--- config.mk ---
export PLATFORM = sky130hd
export DESIGN_NAME = cache_ram_arbiter_flat
export DESIGN_NICKNAME = d
export VERILOG_FILES = /design/src/rtl/cache_ram_arbiter_if.sv /design/src/rtl/cache_ram_arbiter.sv /design/src/flat_wrapper.sv
export SDC_FILE = /design/constraint.sdc
export NUM_CORES = 1
export LEC_CHECK = 0
export ABC_AREA = 1
export ABC_CLOCK_PERIOD_IN_PS = 2200
export CAP_MARGIN = 30
export CORE_ASPECT_RATIO = 1.25
export CORE_UTILIZATION = 30
export CTS_CLUSTER_SIZE = 14
export DETAILED_ROUTE_END_ITERATION = 10
export GPL_TIMING_DRIVEN = 1
export PLACE_DENSITY_LB_ADDON = 0.1
export SLEW_MARGIN = 10
export SYNTH_ARGS = -nofsm -noshare
export SYNTH_HDL_FRONTEND = slang
export SYNTH_SLANG_ARGS = --single-unit
--- constraint.sdc ---
create_clock -name clka -period 2.2 [get_ports clka]
set_input_delay 0.44 -clock clka [delete_from_list [all_inputs] [get_ports clka]]
set_output_delay 0.44 -clock clka [all_outputs]
set_load 0.01 [all_outputs]
--- src/rtl/cache_ram_arbiter_if.sv ---
// Cache/RAM arbiter bundle: both cache request ports, the RAM port and status.
// slave = arbiter view, master = environment (caches + RAM) view.
interface cache_ram_arbiter_if #(
  parameter int ADDR_WIDTH = 12,
  parameter int DATA_WIDTH = 32
);
  logic                  c0_fetch;
  logic                  c0_flush;
  logic [ADDR_WIDTH-1:0] c0_addr;
  logic [DATA_WIDTH-1:0] c0_wdata;
  logic                  c0_fetch_ack;
  logic                  c0_flush_ack;
  logic [DATA_WIDTH-1:0] c0_rdata;
  logic                  c1_fetch;
  logic                  c1_flush;
  logic [ADDR_WIDTH-1:0] c1_addr;
  logic [DATA_WIDTH-1:0] c1_wdata;
  logic                  c1_fetch_ack;
  logic                  c1_flush_ack;
  logic [DATA_WIDTH-1:0] c1_rdata;
  logic                  ram_req;
  logic                  ram_we;
  logic [ADDR_WIDTH-1:0] ram_addr;
  logic [DATA_WIDTH-1:0] ram_wdata;
  logic                  ram_ack;
  logic [DATA_WIDTH-1:0] ram_rdata;
  logic                  busy;
  logic                  grant;
  logic                  err;

  modport slave (
    input  c0_fetch, c0_flush, c0_addr, c0_wdata,
    input  c1_fetch, c1_flush, c1_addr, c1_wdata,
    input  ram_ack, ram_rdata,
    output c0_fetch_ack, c0_flush_ack, c0_rdata,
    output c1_fetch_ack, c1_flush_ack, c1_rdata,
    output ram_req, ram_we, ram_addr, ram_wdata,
    output busy, grant, err
  );

  modport master (
    output c0_fetch, c0_flush, c0_addr, c0_wdata,
    output c1_fetch, c1_flush, c1_addr, c1_wdata,
    output ram_ack, ram_rdata,
    input  c0_fetch_ack, c0_flush_ack, c0_rdata,
    input  c1_fetch_ack, c1_flush_ack, c1_rdata,
    input  ram_req, ram_we, ram_addr, ram_wdata,
    input  busy, grant, err
  );
endinterface

--- src/rtl/cache_ram_arbiter.sv ---
// Round-robin arbiter sharing one RAM port between I-cache (0) and D-cache (1).
// Define ARB_TIMEOUT_EN for an ISSUE watchdog that completes stuck transactions.
module cache_ram_arbiter #(
  parameter int ADDR_WIDTH = 12,
  parameter int DATA_WIDTH = 32
`ifdef ARB_TIMEOUT_EN
  ,
  parameter int TIMEOUT_CYCLES = 64
`endif
) (
  input logic                clka,
  input logic                rsta,
  cache_ram_arbiter_if.slave bus
);
  typedef enum logic [1:0] {
    S_IDLE,
    S_ISSUE,
    S_ACK,
    S_RELEASE
  } state_t;

  state_t                r_state;
  logic                  r_prio;
  logic                  r_grant;
  logic                  r_we;
  logic                  r_req;
  logic [ADDR_WIDTH-1:0] r_addr;
  logic [DATA_WIDTH-1:0] r_wdata;
  logic [DATA_WIDTH-1:0] r_rd0;
  logic [DATA_WIDTH-1:0] r_rd1;
  logic                  r_fe0_ack;
  logic                  r_fl0_ack;
  logic                  r_fe1_ack;
  logic                  r_fl1_ack;
  logic                  r_err;

  logic                  w_r0;
  logic                  w_r1;
  logic                  w_sel;
  logic                  w_sel_fl;
  logic                  w_tmo;
  logic                  w_done;
  logic [DATA_WIDTH-1:0] w_rd;

  assign w_r0     = bus.c0_fetch | bus.c0_flush;
  assign w_r1     = bus.c1_fetch | bus.c1_flush;
  // r_prio names the cache that wins a tie
  assign w_sel    = (w_r0 & w_r1) ? r_prio : w_r1;
  assign w_sel_fl = w_sel ? bus.c1_flush : bus.c0_flush;

`ifdef ARB_TIMEOUT_EN
  localparam int TW = $clog2(TIMEOUT_CYCLES + 1);
  logic [TW-1:0] r_cnt;

  assign w_tmo = (r_state == S_ISSUE) && !bus.ram_ack &&
                 (r_cnt == TW'(TIMEOUT_CYCLES - 1));

  always_ff @(posedge clka or negedge rsta) begin
    if (!rsta) begin
      r_cnt <= '0;
    end else if (r_state == S_ISSUE) begin
      r_cnt <= r_cnt + TW'(1);
    end else begin
      r_cnt <= '0;
    end
  end
`else
  assign w_tmo = 1'b0;
`endif

  assign w_done = (r_state == S_ISSUE) &&
                  (bus.ram_ack || w_tmo);
  assign w_rd   = w_tmo ? '1 : bus.ram_rdata;

  always_ff @(posedge clka or negedge rsta) begin
    if (!rsta) begin
      r_state   <= S_IDLE;
      r_prio    <= 1'b0;
      r_grant   <= 1'b0;
      r_we      <= 1'b0;
      r_req     <= 1'b0;
      r_addr    <= '0;
      r_wdata   <= '0;
      r_rd0     <= '0;
      r_rd1     <= '0;
      r_fe0_ack <= 1'b0;
      r_fl0_ack <= 1'b0;
      r_fe1_ack <= 1'b0;
      r_fl1_ack <= 1'b0;
      r_err     <= 1'b0;
    end else begin
      r_fe0_ack <= 1'b0;
      r_fl0_ack <= 1'b0;
      r_fe1_ack <= 1'b0;
      r_fl1_ack <= 1'b0;
      r_err     <= 1'b0;
      case (r_state)
        S_IDLE: begin
          if (w_r0 | w_r1) begin
            r_grant <= w_sel;
            r_prio  <= ~w_sel;
            r_we    <= w_sel_fl;
            r_addr  <= w_sel ? bus.c1_addr : bus.c0_addr;
            r_wdata <= w_sel ? bus.c1_wdata : bus.c0_wdata;
            r_req   <= 1'b1;
            r_state <= S_ISSUE;
          end
        end
        S_ISSUE: begin
          if (w_done) begin
            r_req   <= 1'b0;
            r_err   <= w_tmo;
            r_state <= S_ACK;
            unique case (1'b1)
              (r_we && r_grant):   r_fl1_ack <= 1'b1;
              (r_we && !r_grant):  r_fl0_ack <= 1'b1;
              (!r_we && r_grant): begin
                r_fe1_ack <= 1'b1;
                r_rd1     <= w_rd;
              end
              (!r_we && !r_grant): begin
                r_fe0_ack <= 1'b1;
                r_rd0     <= w_rd;
              end
            endcase
          end
        end
        S_ACK:     r_state <= S_RELEASE;
        S_RELEASE: r_state <= S_IDLE;
        default:   r_state <= S_IDLE;
      endcase
    end
  end

  assign bus.ram_req      = r_req;
  assign bus.ram_we       = r_we;
  assign bus.ram_addr     = r_addr;
  assign bus.ram_wdata    = r_wdata;
  assign bus.c0_fetch_ack = r_fe0_ack;
  assign bus.c0_flush_ack = r_fl0_ack;
  assign bus.c0_rdata     = r_rd0;
  assign bus.c1_fetch_ack = r_fe1_ack;
  assign bus.c1_flush_ack = r_fl1_ack;
  assign bus.c1_rdata     = r_rd1;
  assign bus.busy         = (r_state != S_IDLE);
  assign bus.grant        = r_grant;
  assign bus.err          = r_err;
endmodule

--- src/flat_wrapper.sv ---
// flat-port wrapper written by rule: the top's interface ports become plain ports
module cache_ram_arbiter_flat 
#(
  parameter int ADDR_WIDTH = 12,
  parameter int DATA_WIDTH = 32

)
  (clka, rsta, bus_c0_fetch, bus_c0_flush, bus_c0_addr, bus_c0_wdata, bus_c1_fetch, bus_c1_flush, bus_c1_addr, bus_c1_wdata, bus_ram_ack, bus_ram_rdata, bus_c0_fetch_ack, bus_c0_flush_ack, bus_c0_rdata, bus_c1_fetch_ack, bus_c1_flush_ack, bus_c1_rdata, bus_ram_req, bus_ram_we, bus_ram_addr, bus_ram_wdata, bus_busy, bus_grant, bus_err);
  cache_ram_arbiter_if #(.ADDR_WIDTH(ADDR_WIDTH), .DATA_WIDTH(DATA_WIDTH)) bus_i ();
  input logic clka;
  input logic rsta;
  input wire logic [$bits(bus_i.c0_fetch)-1:0] bus_c0_fetch;
  input wire logic [$bits(bus_i.c0_flush)-1:0] bus_c0_flush;
  input wire logic [$bits(bus_i.c0_addr)-1:0] bus_c0_addr;
  input wire logic [$bits(bus_i.c0_wdata)-1:0] bus_c0_wdata;
  input wire logic [$bits(bus_i.c1_fetch)-1:0] bus_c1_fetch;
  input wire logic [$bits(bus_i.c1_flush)-1:0] bus_c1_flush;
  input wire logic [$bits(bus_i.c1_addr)-1:0] bus_c1_addr;
  input wire logic [$bits(bus_i.c1_wdata)-1:0] bus_c1_wdata;
  input wire logic [$bits(bus_i.ram_ack)-1:0] bus_ram_ack;
  input wire logic [$bits(bus_i.ram_rdata)-1:0] bus_ram_rdata;
  output wire logic [$bits(bus_i.c0_fetch_ack)-1:0] bus_c0_fetch_ack;
  output wire logic [$bits(bus_i.c0_flush_ack)-1:0] bus_c0_flush_ack;
  output wire logic [$bits(bus_i.c0_rdata)-1:0] bus_c0_rdata;
  output wire logic [$bits(bus_i.c1_fetch_ack)-1:0] bus_c1_fetch_ack;
  output wire logic [$bits(bus_i.c1_flush_ack)-1:0] bus_c1_flush_ack;
  output wire logic [$bits(bus_i.c1_rdata)-1:0] bus_c1_rdata;
  output wire logic [$bits(bus_i.ram_req)-1:0] bus_ram_req;
  output wire logic [$bits(bus_i.ram_we)-1:0] bus_ram_we;
  output wire logic [$bits(bus_i.ram_addr)-1:0] bus_ram_addr;
  output wire logic [$bits(bus_i.ram_wdata)-1:0] bus_ram_wdata;
  output wire logic [$bits(bus_i.busy)-1:0] bus_busy;
  output wire logic [$bits(bus_i.grant)-1:0] bus_grant;
  output wire logic [$bits(bus_i.err)-1:0] bus_err;
  assign bus_i.c0_fetch = bus_c0_fetch;
  assign bus_i.c0_flush = bus_c0_flush;
  assign bus_i.c0_addr = bus_c0_addr;
  assign bus_i.c0_wdata = bus_c0_wdata;
  assign bus_i.c1_fetch = bus_c1_fetch;
  assign bus_i.c1_flush = bus_c1_flush;
  assign bus_i.c1_addr = bus_c1_addr;
  assign bus_i.c1_wdata = bus_c1_wdata;
  assign bus_i.ram_ack = bus_ram_ack;
  assign bus_i.ram_rdata = bus_ram_rdata;
  assign bus_c0_fetch_ack = bus_i.c0_fetch_ack;
  assign bus_c0_flush_ack = bus_i.c0_flush_ack;
  assign bus_c0_rdata = bus_i.c0_rdata;
  assign bus_c1_fetch_ack = bus_i.c1_fetch_ack;
  assign bus_c1_flush_ack = bus_i.c1_flush_ack;
  assign bus_c1_rdata = bus_i.c1_rdata;
  assign bus_ram_req = bus_i.ram_req;
  assign bus_ram_we = bus_i.ram_we;
  assign bus_ram_addr = bus_i.ram_addr;
  assign bus_ram_wdata = bus_i.ram_wdata;
  assign bus_busy = bus_i.busy;
  assign bus_grant = bus_i.grant;
  assign bus_err = bus_i.err;
  cache_ram_arbiter #(.ADDR_WIDTH(ADDR_WIDTH), .DATA_WIDTH(DATA_WIDTH)) u_core (.clka(clka), .rsta(rsta), .bus(bus_i));
endmodule
# Yosys cells after proc, flatten, opt, wreduce, memory -nomap -nowiden
# Cells that the tools add are included.
[word_totals]
word_cells = 60
ff_bits = 118
out_inout_bits = 117
in_bits = 127
[classes]
reduce_logical = 15
eq_ne = 5
mux = 22
n_bitwise = 5
[op_table]
columns = ["op", "n"]
rows = [
  ["$mux W32", 1],
  ["$mux W1", 16],
  ["$mux W12", 1],
  ["$reduce_and A3 Y1", 3],
  ["$pmux W2 S4", 1],
  ["$logic_and A1 B1 Y1", 5],
  ["$eq A2 B2 Y1 const B", 2],
  ["$mux W2", 2],
  ["$ne A2 B1 Y1 const B", 2],
  ["$reduce_and A2 Y1", 2],
  ["$reduce_bool A2 Y1", 2],
  ["$or A1 B1 Y1", 3],
  ["$eq A2 B1 Y1 const B", 1],
  ["$logic_not A1 Y1", 2],
  ["$logic_not A2 Y1", 1],
  ["$pmux W1 S2", 1],
  ["$and A1 B1 Y1", 1],
  ["$not A1 Y1", 1],
]

# Longest topological paths before layout
[logic_depth]
ltp_word = 5
mapped_depth = 9

# Worst setup path before layout
# Ideal clock, no wire load.
[synth_timing]
kind = "register to register"
from = "register u_core.r_state[0]"
to = "register u_core.r_wdata[10] (netlist: u_core.bus.ram_wdata[10])"
path_stages_with_launch = 9
period_less_slack_ns = 1.413
path_slack_ns = 0.787
t_arrival_ns = 1.348
n_path_buf = 2
t_required_ns = 2.135
path_cell_list = "dfrtp_1 inv_1 ha_1 inv_1 a21oi_4 buf_6 buf_8 nand3_2 nand2_1"
[synth_between]
elab_chain_cells = 2
[synth_rtl]
columns = ["item", "line", "rtl"]
rows = [
  ["start, declared", "cache_ram_arbiter.sv:22", "state_t r_state;"],
  ["start signal, assigned", "cache_ram_arbiter.sv:77", "r_state <= S_IDLE;"],
  ["start signal, assigned", "cache_ram_arbiter.sv:106", "r_state <= S_ISSUE;"],
  ["start signal, assigned", "cache_ram_arbiter.sv:113", "r_state <= S_ACK;"],
  ["$logic_not A2 Y1", "cache_ram_arbiter.sv:97", "case (r_state)"],
  ["$reduce_and A2 Y1 (no line)", "n/a", ""],
  ["end signal, assigned", "cache_ram_arbiter.sv:104", "r_wdata <= w_sel ? bus.c1_wdata : bus.c0_wdata;"],
  ["end, declared", "cache_ram_arbiter.sv:28", "logic [DATA_WIDTH-1:0] r_wdata;"],
]
# Every way passes these cells.
# A chain may end at the register's enable or synchronous reset.

# Final worst setup path
[layout_timing]
from = "register u_core.r_state[0]"
to = "output bus_busy"
[layout_between]
elab_chain_cells = 1
[layout_rtl]
columns = ["item", "line", "rtl"]
rows = [
  ["$reduce_bool A2 Y1", "cache_ram_arbiter.sv:145", "assign bus.busy = (r_state != S_IDLE);"],
  ["end, declared", "flat_wrapper.sv:32", "output wire logic [$bits(bus_i.busy)-1:0] bus_busy;"],
]
# Every way passes these cells.

==> results.cfg <==
[floorplanning]
io_pins = 244
num_rows = 54
die_y_um = 153
die_x_um = 123
die_area_um2 = 18800
start_util_pct = 31.0
core_um2 = 17600

[setup_path]
worstSetupPathType = reg2out
cp.required_ps = 1760
critical_path_arrival_ps = 1580
crit_chain = inv_1, ha_1, inv_1, dlygate4sd2_1
critPathTopFamily = buffers and inverters
cpPeakStageDelay_ps = 410
start_kind = flop
path_max_fanout = 4
worst-path-buf-inv = 3
crit_slowest_cell = dfrtp_1
end_kind = output port
cp_common_cell = inv_1

[grt]
grt_remaining_overflow = 0
antenna_found_initial = 0
grt.busiest_layer = met2
use_met1_pct = 22.5
grt_pass1_vias = 5058
grt_pass1_wl_um = 25500
gr-usage-all-layers_pct = 17.3
grt_max_degree = 66
use_met2_pct = 28.5
use_met3_pct = 4.03

[clock_network]
cts-buffers-inserted = 17
cts_tree = yes
cts_sinks = 118
cts_setup_buffers = 0
clk_pin_slew_ps = 60
htree_levels = 4
clkLatencyLatePin_ps = 400
cts_buffer_depth = 2
cts_root_buf = clkbuf_16

[layout]
layout_common_cells = clkdlybuf4s50_1, nand2_1, dfrtp_1
final_cell_area_um2 = 8680
nets = 999
drive_gt1_share_pct = 7.16
area_delta_synth_final_pct = 58.8
layout_commonest_cell = clkdlybuf4s50_1
seq_area_um2 = 2950
fillers = 1625
antenna_cells = 0
multi_input_area_um2 = 1920

[synth]
synth_fa_ha_area_share_pct = 1.14
syn_area_um2 = 5470
netlist_instances = 631
yosys.area_share.xor_xnor_pct = 0
synth_warnings = 0
yosysUniqueCellTypes = 25
ys_seq_elements = 118
syn_avg_cell_area_um2 = 8.66
synthesis.nets = 763
yosysSeqAreaShare_pct = 54.0
synth.area.mux_share_pct = 0
synth_compound_area_share_pct = 6.82
synth-simple-area-share_pct = 26.9
synth_top_family_by_area = simple AND/OR/NAND/NOR gates

[sta]
worst_pin_slew_ps = 791
final.setup_skew_ps = 7.24
fin_setup_tns_ps = 0
hold_violations = 0
fin_crit_ps = 2020
rsz0062_at_grt = no
fmax_mhz = 496
period_share_pct = 91.6
maxSlewViolCount = 0
setup_viol = 0
maxSlewHeadroom_pct = 47.2

[routing]
num_vias = 4851
wl_per_cell_um = 14.2
vias_per_cell = 4.39
drcViolationCount = 0
ant_nets = 0
drt_iter0_drc = 295
dr.pass1.iters = 5
drt-total-wl_um = 15700

[place]
detailedPlacementHpwl_um = 11100
io_buffers = 242
gp_congestion = 0.779
place_area_um2 = 8060

[power]
peakVddDrop_uv = 546
leakage_nw = 4.17
power_density_nw_per_um2 = 1350

[outcome]
status = completed

[hold_path]
hp-class = reg2reg

[flow_run]
cap_violations = 0
-- timing repair --
| item | CTS | global route |
|---|---|---|
| hold buffers | 1 | 0 |
| gates resized for setup | 1 | 0 |
| hold endpoints to repair | 26 | 0 |
| setup endpoints to repair | 1 | 0 |
-- per-stage QoR --
stage	cells	hold WS, ps	util (%)	power [W]	worst slack (ps)
floorplan	631	144	-	0.00623	787
global placement	1071	391	45.7	0.00887	46.3
detailed placement	1071	393	45.7	0.00899	11.0
finish	1104	482	49.2	0.0117	184
global route	1104	502	49.2	0.0126	90.0
CTS	1104	487	49.2	0.0119	162
-- layer usage --
| layer | vias to the layer above | part of all wire [%] | wire length [um] |
|---|---|---|---|
| met5 | - | 0 | 0 |
| met4 | 0 | 1.1 | 169 |
| met3 | 13 | 6.5 | 1020 |
| met2 | 202 | 47 | 7410 |
| met1 | 2206 | 45 | 7120 |
| li1 | 2430 | - | - |
-- synthesized netlist by cell type --
cell type | number | area [um2]
nand2_1 | 210 | 788
inv_1 | 84 | 315
buf_8 | 1 | 15.0
clkbuf_1 | 2 | 7.51
nand3_2 | 12 | 120
ha_1 | 5 | 62.6
nor2_2 | 1 | 6.26
nor2_1 | 5 | 18.8
clkbuf_2 | 4 | 20.0
buf_4 | 10 | 75.1
conb_1 | 1 | 3.75
o21a_1 | 1 | 7.51
nor4_1 | 2 | 12.5
o21ai_2 | 1 | 8.76
inv_2 | 3 | 11.3
nand3b_1 | 44 | 330
o21ai_0 | 60 | 300
buf_2 | 11 | 55.1
buf_6 | 9 | 101
nand2_4 | 1 | 11.3
o21ai_1 | 7 | 35.0
dfrtp_1 | 118 | 2950
nand3_1 | 37 | 185
a21oi_4 | 1 | 16.3
a21oi_1 | 1 | 5.00
-- report_power, final --
part | switching, W | internal [W]
registers | 0.000593 | 0.00318
clock network | 0.00101 | 0.00182
logic | 0.00248 | 0.00264
-- final timing paths --
| check | startpoint | endpoint | slack, ps | depth (start not counted) |
|---|---|---|---|---|
| min reg2reg | u_core.bus.ram_wdata[23] | u_core.bus.ram_wdata[23] | 480 | 2 |
| min | u_core.bus.ram_wdata[23] | u_core.bus.ram_wdata[23] | 480 | 2 |
| min in group asynchronous | rsta | u_core.bus.c0_rdata[6] | 500 | 2 |
| max reg2reg | u_core.r_state[0] | u_core.bus.ram_wdata[16] | 380 | 7 |
| max | u_core.r_state[0] | bus_busy | 180 | 4 |
| max in group asynchronous | rsta | u_core.bus.ram_addr[6] | 1110 | 3 |
-- registers in the layout, summed over array words and instances, names as in the netlist --
register / count
u_core.bus.c0_fetch_ack: 1
u_core.bus.c0_flush_ack: 1
u_core.bus.c0_rdata: 32
u_core.bus.c1_fetch_ack: 1
u_core.bus.c1_flush_ack: 1
u_core.bus.c1_rdata: 32
u_core.bus.grant: 1
u_core.bus.ram_addr: 12
u_core.bus.ram_req: 1
u_core.bus.ram_wdata: 32
u_core.bus.ram_we: 1
u_core.r_prio: 1
u_core.r_state: 2
-- worst register-to-register path, stage by stage, from the launching register on --
cell and delay, ps:
dfrtp_1 410, inv_1 100, ha_1 230, inv_1 120, a21oi_4 60, inv_2 570, nand2_1 150, nand2_1 100
-- cells by family (layout without fill, tap and decap cells) --
family	count (synthesis)	in the layout
adder cells (fa/ha/maj)	5	5
flip-flops	118	118
other	1	1
AND/OR/NAND/NOR	312	312
AO/OA/AOI/OAI	71	71
buffers and inverters	124	373
-- cell type report --
class                   instances  share of cell area, %
clock inverters                14                   2.02
well taps                     224                   3.23
flip-flops and latches        118                   34.0
repair buffers                254                   29.8
multi-input cells             389                   22.1
inverters                      87                   3.76
clock buffers                  18                   5.06
Note: power is estimated with default switching activity, not from simulation.
